## src/rtl/shot_controller.sv

```systemverilog
// Shot controller: debounces the fire/mode/reload buttons and runs the
// IDLE/FIRE/COOLDOWN/RELOAD firing state machine that drives the ammo
// counter, fire mode and per-round shot pulse.
module shot_controller #(
    parameter int DEBOUNCE_CYCLES = 500000,
    parameter int COOLDOWN_CYCLES = 5000000,
    parameter int RELOAD_CYCLES   = 50000000,
    parameter int MAX_AMMO        = 31,
    parameter int BURST_LEN       = 3
) (
    input  logic       clk,
    input  logic       rst_n,
    input  logic       fire_btn,
    input  logic       mode_btn,
    input  logic       reload_btn,
    output logic [4:0] ammo,
    output logic [2:0] shoot_mode,
    output logic       shot_pulse,
    output logic       reloading,
    output logic       empty
);

    localparam int BTN_FIRE   = 0;
    localparam int BTN_MODE   = 1;
    localparam int BTN_RELOAD = 2;

    localparam int DW   = (DEBOUNCE_CYCLES > 1) ? $clog2(DEBOUNCE_CYCLES) : 1;
    localparam int TMAX = (COOLDOWN_CYCLES > RELOAD_CYCLES) ? COOLDOWN_CYCLES : RELOAD_CYCLES;
    localparam int TW   = (TMAX > 1) ? $clog2(TMAX) : 1;
    localparam int BW   = $clog2(BURST_LEN + 1);

    localparam logic [DW-1:0] DB_LAST    = DW'(DEBOUNCE_CYCLES - 1);
    localparam logic [TW-1:0] CD_LAST    = TW'(COOLDOWN_CYCLES - 1);
    localparam logic [TW-1:0] RL_LAST    = TW'(RELOAD_CYCLES - 1);
    localparam logic [BW-1:0] BURST_LOAD = BW'(BURST_LEN);
    localparam logic [BW-1:0] BURST_ONE  = BW'(1);
    localparam logic [4:0]    AMMO_FULL  = 5'(MAX_AMMO);

    typedef enum logic [1:0] {
        IDLE,
        FIRE,
        COOLDOWN,
        RELOAD
    } state_t;

    logic [2:0]         btn_raw;
    logic [2:0]         sync1_q, sync1_d;
    logic [2:0]         sync2_q, sync2_d;
    logic [2:0]         db_q, db_d;
    logic [2:0]         db_prev_q, db_prev_d;
    logic [2:0][DW-1:0] db_cnt_q, db_cnt_d;
    logic [2:0]         press;

    state_t             state_q, state_d;
    logic [4:0]         ammo_q, ammo_d;
    logic [1:0]         mode_q, mode_d;
    logic [BW-1:0]      burst_q, burst_d;
    logic [TW-1:0]      timer_q, timer_d;
    logic               shot_q, shot_d;
    logic               reload_q, reload_d;
    logic               empty_q, empty_d;

    assign btn_raw = {reload_btn, mode_btn, fire_btn};
    assign press   = db_q & ~db_prev_q;

    // Synchronizer chain plus per-button debounce counter that only flips the accepted level after a full stable run.
    always_comb begin
        sync1_d   = btn_raw;
        sync2_d   = sync1_q;
        db_d      = db_q;
        db_cnt_d  = db_cnt_q;
        db_prev_d = db_q;
        for (int i = 0; i < 3; i++) begin
            if (sync2_q[i] == db_q[i]) begin
                db_cnt_d[i] = '0;
            end else if (db_cnt_q[i] == DB_LAST) begin
                db_d[i]     = sync2_q[i];
                db_cnt_d[i] = '0;
            end else begin
                db_cnt_d[i] = db_cnt_q[i] + 1'b1;
            end
        end
    end

    // Input stage registers, cleared so no stale press survives a reset.
    always_ff @(posedge clk) begin
        if (!rst_n) begin
            sync1_q   <= '0;
            sync2_q   <= '0;
            db_q      <= '0;
            db_prev_q <= '0;
            db_cnt_q  <= '0;
        end else begin
            sync1_q   <= sync1_d;
            sync2_q   <= sync2_d;
            db_q      <= db_d;
            db_prev_q <= db_prev_d;
            db_cnt_q  <= db_cnt_d;
        end
    end

    // Firing FSM next state; outputs are derived from the next state so their registers match state and ammo.
    always_comb begin
        state_d = state_q;
        ammo_d  = ammo_q;
        mode_d  = mode_q;
        burst_d = burst_q;
        timer_d = timer_q;
        case (state_q)
            IDLE: begin
                burst_d = '0;
                timer_d = '0;
                if (press[BTN_MODE]) begin
                    mode_d = mode_q + 2'd1;
                end
                if (press[BTN_FIRE] && (mode_q != 2'd3) && (ammo_q != 5'd0)) begin
                    state_d = FIRE;
                    burst_d = (mode_q == 2'd1) ? BURST_LOAD : BURST_ONE;
                end else if (press[BTN_RELOAD] && (ammo_q < AMMO_FULL)) begin
                    state_d = RELOAD;
                end
            end
            FIRE: begin
                if (ammo_q != 5'd0) begin
                    ammo_d = ammo_q - 5'd1;
                end
                if (burst_q != '0) begin
                    burst_d = burst_q - 1'b1;
                end
                timer_d = '0;
                state_d = COOLDOWN;
            end
            COOLDOWN: begin
                if (timer_q == CD_LAST) begin
                    timer_d = '0;
                    if ((ammo_q != 5'd0) &&
                        ((burst_q != '0) || ((mode_q == 2'd2) && db_q[BTN_FIRE]))) begin
                        state_d = FIRE;
                    end else begin
                        state_d = IDLE;
                        burst_d = '0;
                    end
                end else begin
                    timer_d = timer_q + 1'b1;
                end
            end
            RELOAD: begin
                if (timer_q == RL_LAST) begin
                    timer_d = '0;
                    ammo_d  = AMMO_FULL;
                    state_d = IDLE;
                end else begin
                    timer_d = timer_q + 1'b1;
                end
            end
            default: begin
                state_d = IDLE;
            end
        endcase
        shot_d   = (state_d == FIRE);
        reload_d = (state_d == RELOAD);
        empty_d  = (ammo_d == 5'd0);
    end

    // FSM and output registers; reset aborts any cooldown or reload in progress.
    always_ff @(posedge clk) begin
        if (!rst_n) begin
            state_q  <= IDLE;
            ammo_q   <= AMMO_FULL;
            mode_q   <= 2'd0;
            burst_q  <= '0;
            timer_q  <= '0;
            shot_q   <= 1'b0;
            reload_q <= 1'b0;
            empty_q  <= 1'b0;
        end else begin
            state_q  <= state_d;
            ammo_q   <= ammo_d;
            mode_q   <= mode_d;
            burst_q  <= burst_d;
            timer_q  <= timer_d;
            shot_q   <= shot_d;
            reload_q <= reload_d;
            empty_q  <= empty_d;
        end
    end

    assign ammo       = ammo_q;
    assign shoot_mode = {1'b0, mode_q};
    assign shot_pulse = shot_q;
    assign reloading  = reload_q;
    assign empty      = empty_q;

endmodule

```

## config.mk

```make
export PLATFORM = sky130hd
export DESIGN_NAME = shot_controller
export DESIGN_NICKNAME = d
export VERILOG_FILES = /design/src/rtl/shot_controller.sv
export SDC_FILE = /design/constraint.sdc
export NUM_CORES = 1
export LEC_CHECK = 0
export ABC_AREA = 1
export BUFFER_PORTS_ARGS = -buffer_cell sky130_fd_sc_hd__buf_4
export CAP_MARGIN = 0
export CORE_MARGIN = 8
export CORE_UTILIZATION = 50
export CTS_BUF_LIST = sky130_fd_sc_hd__clkbuf_16
export CTS_CLUSTER_SIZE = 24
export DETAILED_ROUTE_END_ITERATION = 8
export PLACE_DENSITY_LB_ADDON = 0.15
export SLEW_MARGIN = 20
export SYNTH_ARGS = -nofsm -noshare
export SYNTH_HDL_FRONTEND = slang
export SYNTH_SLANG_ARGS = --single-unit
```

## constraint.sdc

```tcl
create_clock -name clk -period 2.9 [get_ports clk]
set_clock_uncertainty 0.1 [all_clocks]
set_input_delay 0.58 -clock clk [delete_from_list [all_inputs] [get_ports clk]]
set_output_delay 0.58 -clock clk [all_outputs]
set_load 0.005 [all_outputs]
```

Word level (Yosys, flattened, before mapping)
Cells that the tools add are included.
{ "totals": {"elab_cells": 88, "regBits": 109} }
{ "classes": {"n_reduce_logical": 20, "n_addsub": 7, "n_eq_ne": 19, "n_bitwise": 6, "n_lt_le_gt_ge": 1, "n_mux": 18} }
{ "op_table": {"columns": ["cell", "n"], "rows": [
  ["26-bit one-hot mux with 3 select lines", 1],
  ["19-bit by 1-bit adder with 19-bit output (second input constant)", 3],
  ["19-bit == test (second input constant)", 3],
  ["26-bit 2-to-1 mux", 2],
  ["26-bit by 1-bit adder with 26-bit output (second input constant)", 1],
  ["26-bit by 23-bit == test with 1-bit output (second input constant)", 1],
  ["26-bit == test (second input constant)", 1],
  ["2-bit 2-to-1 mux", 9],
  ["5-bit 2-to-1 mux", 2],
  ["5-bit one-hot mux with 2 select lines", 1],
  ["3-bit OR reduction", 3],
  ["2-bit == test (second input constant)", 4],
  ["2-bit != test (second input constant)", 4],
  ["2-bit one-hot mux with 4 select lines", 1],
  ["2-bit AND reduction", 4],
  ["2-bit by 1-bit == test with 1-bit output (second input constant)", 3],
  ["2-bit one-hot mux with 3 select lines", 1],
  ["1-bit logical AND", 5],
  ["5-bit logical NOT", 1],
  ["5-bit less-than comparator (second input constant)", 1],
  ["5-bit nonzero test", 1],
  ["5-bit by 1-bit subtractor with 5-bit output (second input constant)", 1],
  ["1-bit NOT", 4],
  ["4-bit AND reduction", 1],
  ["other kinds (11)", 13]
]} }

Logic depth before layout (Yosys ltp)
{ "logic_depth": {"word_depth": 8, "depth_mapped": 14, "depth_no_buf": 14} }

Least setup slack after synthesis
OpenSTA, ideal clock, no wires.
{ "synth_path": {"path_type": "input-to-reg", "from": "input port rst_n", "to": "register db_cnt_q[37] in the netlist's numbering", "n_path_buf": 2, "cell_stages": 6, "required_time_ps": 2730, "arrival_time_ps": 1492, "path_slack_ps": 1239, "path_cell_list": "clkbuf_1 -> nand3_1 -> nor2_1 -> inv_2 -> buf_6 -> a21oi_1"} }
{ "synth_between": {"elab_chain_cells": 2} }
{ "synth_lines": {"columns": ["item", "line_no", "text"], "rows": [
  ["start, declared", "12", "input logic rst_n,"],
  ["1-bit NOT (no source line)", null, null],
  ["3-bit OR reduction (no source line)", null, null],
  ["end signal, assigned", "98", "db_cnt_q <= db_cnt_d;"],
  ["end, declared", "51", "logic [2:0][DW-1:0] db_cnt_q, db_cnt_d;"]
]} }
No other way between the ends.
A chain may end at the register's enable or synchronous reset.

Final worst setup path
{ "layout_path": {"from": "register db_cnt_q[38] in the netlist's numbering", "to": "register db_cnt_q[53] in the netlist's numbering"} }
{ "layout_between": {"elab_chain_cells": 2, "word_cells_on_any_way": 3, "cone_classes": "add/sub: 1; eq/ne: 1; reduce/logical: 1"} }
{ "layout_lines": {"columns": ["item"], "rows": [
  ["branches (longest 2 deep; another with 19-bit by 1-bit adder with 19-bit output)"]
]} }
Parallel ways; which one is timed is not known.

==> metrics.md <==
| Metric | Value |
|---|---|
| Status | `finished clean` |
| Peak VDD IR | `between 400 and 500 uV` |
| Worst R2R Setup Slack | `0.99 ns` |
| Pre-CTS setup slack | `0.9636 ns` |
| Nets | `approximately 840` |
| HPWL Detailed | `8555 um` |
| CTS tree | `built` |
| Clock-pin transition on the worst setup and hold timing paths | `0.08 ns` |
| Critical path's slowest cell | `nand2_1` |
| Fraction of registers with async set/reset | `0%` |
| Hold Path Stages | `3` |
| Max Cap Viol | `0` |
| Postcts setup bufs | `0` |
| Antenna Cells | `0` |
| FF-to-FF Start | `db_cnt_q[38]` |
| Synth Register Bits | `109` |
| Leak | `between 2 and 2.5 nW` |
| Setup ws final | `just under 1 ns` |
| Die Span X | `121.8 um` |
| Area delta synth->final | `9.188%` |
| Critical path launch point type | `flip-flop` |
| RSZ-0062 raised after global routing | `false` |
| Synth Warn # | `0` |
| Final-report hold violation count | `0` |
| Core Area | `between 0.01 and 0.015 sq mm` |
| R2r worst-path depth | `8` |
| Arrival time worst endpoint | `2.07 ns` |
| Grt total ovfl | `0` |
| First-pass GRT wire length | `19650 um` |
| Final Slew Violations | `0` |
| Worst Hold Class | `in2reg` |
| Largest net degree at the start of global routing | `27` |
| Pre-antenna DRT Iters | `5` |
| Routed Antenna Nets | `0` |
| WL/cell | `11.56 um` |
| Die Area | `0.01484 sq mm` |
| Largest cells by area after synthesis | `dfxtp_1 (39%), nand2_1 (10%), nor2_1 (8.8%), inv_1 (7.9%), nand3_1 (4.3%)` |
| Max_slew headroom | `~66%` |
| Crit Reg-Reg Endpoint | `db_cnt_q[53]` |
| Leading register cell type out of synthesis | `dfxtp_1` |
| Post-synth EDFFs | `0` |
| Site Rows | `38` |
| Top cells by count, synth | `nand2_1 (156), nor2_1 (131), inv_1 (118)` |
| Die height | `121.8 um` |
| Crit-path cells | `ha_1, nand3_2, inv_1, nand4_1, nand2_1, inv_1, nand3_1, inv_1` |
| Post-synthesis cell count | `roughly 800` |
| # clock sinks | `around 110` |
| Drt drc | `0` |
| Hold Path End | `sync1_q[2]` |
| Power per cell area | `around 480 mW/mm^2` |
| Top-count cell post-synth | `nand2_1` |
| CP peak stage delay | `0.42 ns` |
| Peak Freq | `about 520 MHz` |
| Detailed Route Iter0 Violations | `249` |
| Root Buffer | `clkbuf_16` |
| Mapped Nets | `818` |
| Via density | `approximately 5.1` |
| Final worst-path cycle share | `between 60% and 70%` |
| Initial antenna violation count | `0` |
| Hold path start | `reload_btn` |
| Kind of critical path | `reg2reg` |
| Final setup viols | `0` |
| Cts repair resizes | `0` |
| Fin crit period | `1.913 ns` |
| Cts hold-fix bufs | `0` |
| I/O Pins | `16` |
| Vias | `4874` |
| Top cell by count, worst path | `inv_1` |
| Via count of the first global-routing pass | `4627` |
| CTS Buffer Depth | `2` |
| Worst-path maximum fanout | `15` |
| Worst slew pin tran | `0.5021 ns` |
| Post-route cell area | `roughly 0.006 sq mm` |
| Gpl congestion | `0.8507` |
| Mapped Area | `~0.0056 sq mm` |
| Register area share after synthesis | `about 40%` |
| TNS Setup | `0 ns` |
| Post-synth top area cell | `dfxtp_1` |
| CTS Buf Count | `9` |
| Post-DP Area | `0.005822 sq mm` |
| Total Wirelength | `~11000 um` |
| H-tree Lvls | `3` |
| Syn avg cell area | `approximately 7 sq um` |
| Global Route Usage Sum | `between 10% and 20%` |
| Crit end category | `flip-flop` |
| Clk Latency, worst-skew pair | `between 0.3 and 0.4 ns` |
| Starting Density | `a little over 50%` |
| Required @ worst endpoint | `around 3.1 ns` |
| Hold WS | `about 0.31 ns` |
| Port-buffer cells | `14` |
| Synth cell types | `40` |
| Share of cells above drive strength 1 | `9.501%` |
| Synth top area share | `38.99%` |
## where the power goes
part           leakage [nW]  internal, W  switching (W)
clock                 0.138     0.000596       0.000585
combinational          1.40    0.0000767       0.000109
sequential            0.879      0.00152      0.0000235
total                  2.42      0.00219       0.000717
## cell families after synthesis
group / count (synthesis) / synth area share, %
simple gates: 444 / 37.02
xor+xnor: 33 / 5.164
compound gates: 63 / 6.059
flops: 109 / 38.99
other cells: 1 / 0.06700
buf+inv: 135 / 9.568
fa+ha+maj: 14 / 3.130
## placed cells by master (no fill, tap or decap), types with 2 or more instances in the layout
cell type and n:
clkinvlp_4 2, nor3_2 5, xnor2_1 10, inv_2 8, xor2_1 23, inv_1 119
nand2_2 9, clkinv_4 2, nand4_1 19, dfxtp_1 109, nor2_2 8, a211oi_1 2
nor3_1 27, nor2_4 3, o21ai_0 20, buf_4 15, nor4_1 10, o31ai_1 2
nand2_1 156, ha_1 14, nor3_4 2, o22ai_1 2, clkbuf_16 9, or2_2 6
nand3b_1 4, nor3b_1 7, nor4_2 3, nor2_1 131, a21oi_1 33, nand2_4 2
nand3_1 48
## worst max-delay path, delay by kind of cell (launching register included)
kind | cells | cell delay (ns)
and+or+nand+nor | 4 | 0.79
DFF | 1 | 0.38
buffers and inverters | 3 | 0.34
adders and majority gates | 1 | 0.22
## metrics by stage
step	utilization [%]	power (W)	cells
after floorplan	-	0.001703	799
after global placement	53.47	0.001759	945
after detailed placement	53.47	0.001765	945
after CTS	56.13	0.002957	961
after global routing	56.13	0.003030	961
final	56.13	0.002911	961
## how the worst max path moves through the flow
stage               slack (ns)          from           end  cells after the start
finish                    0.99  db_cnt_q[38]  db_cnt_q[53]                      8
global route              0.77  db_cnt_q[19]  db_cnt_q[27]                      8
CTS                       0.96  db_cnt_q[38]  db_cnt_q[53]                      8
detailed placement        0.96  db_cnt_q[38]  db_cnt_q[53]                      8
global placement          1.03         rst_n  db_cnt_q[30]                      5
floorplan                 1.24         rst_n  db_cnt_q[37]                      6
## flip-flops by register name, summed over array words and instances (netlist names), 2 cells and up
| register | count |
|---|---|
| burst_q | 2 |
| mode_q | 2 |
| db_prev_d | 3 |
| db_prev_q | 3 |
| db_cnt_q | 57 |
| state_q | 2 |
| sync2_q | 3 |
| ammo | 5 |
| sync1_q | 3 |
| timer_q | 26 |
## layer usage
metal  GRT usage [%]  share of wire, %
met1           19.04                47
met2           27.09                47
met3           3.980               4.2
met4           5.320               1.6
met5               0                 0
## layout make-up
| class | instances | area, sq um |
|---|---|---|
| clock inverters | 7 | 63.81 |
| inverters | 126 | 473.0 |
| clock buffers | 9 | 225.2 |
| repair buffers | 15 | 112.6 |
| well taps | 140 | 175.2 |
| multi-input cells | 555 | 2879 |
| fillers | 1075 | 4777 |
| flip-flops and latches | 109 | 2182 |
No activity file was read; power rests on OpenSTA's default activity.
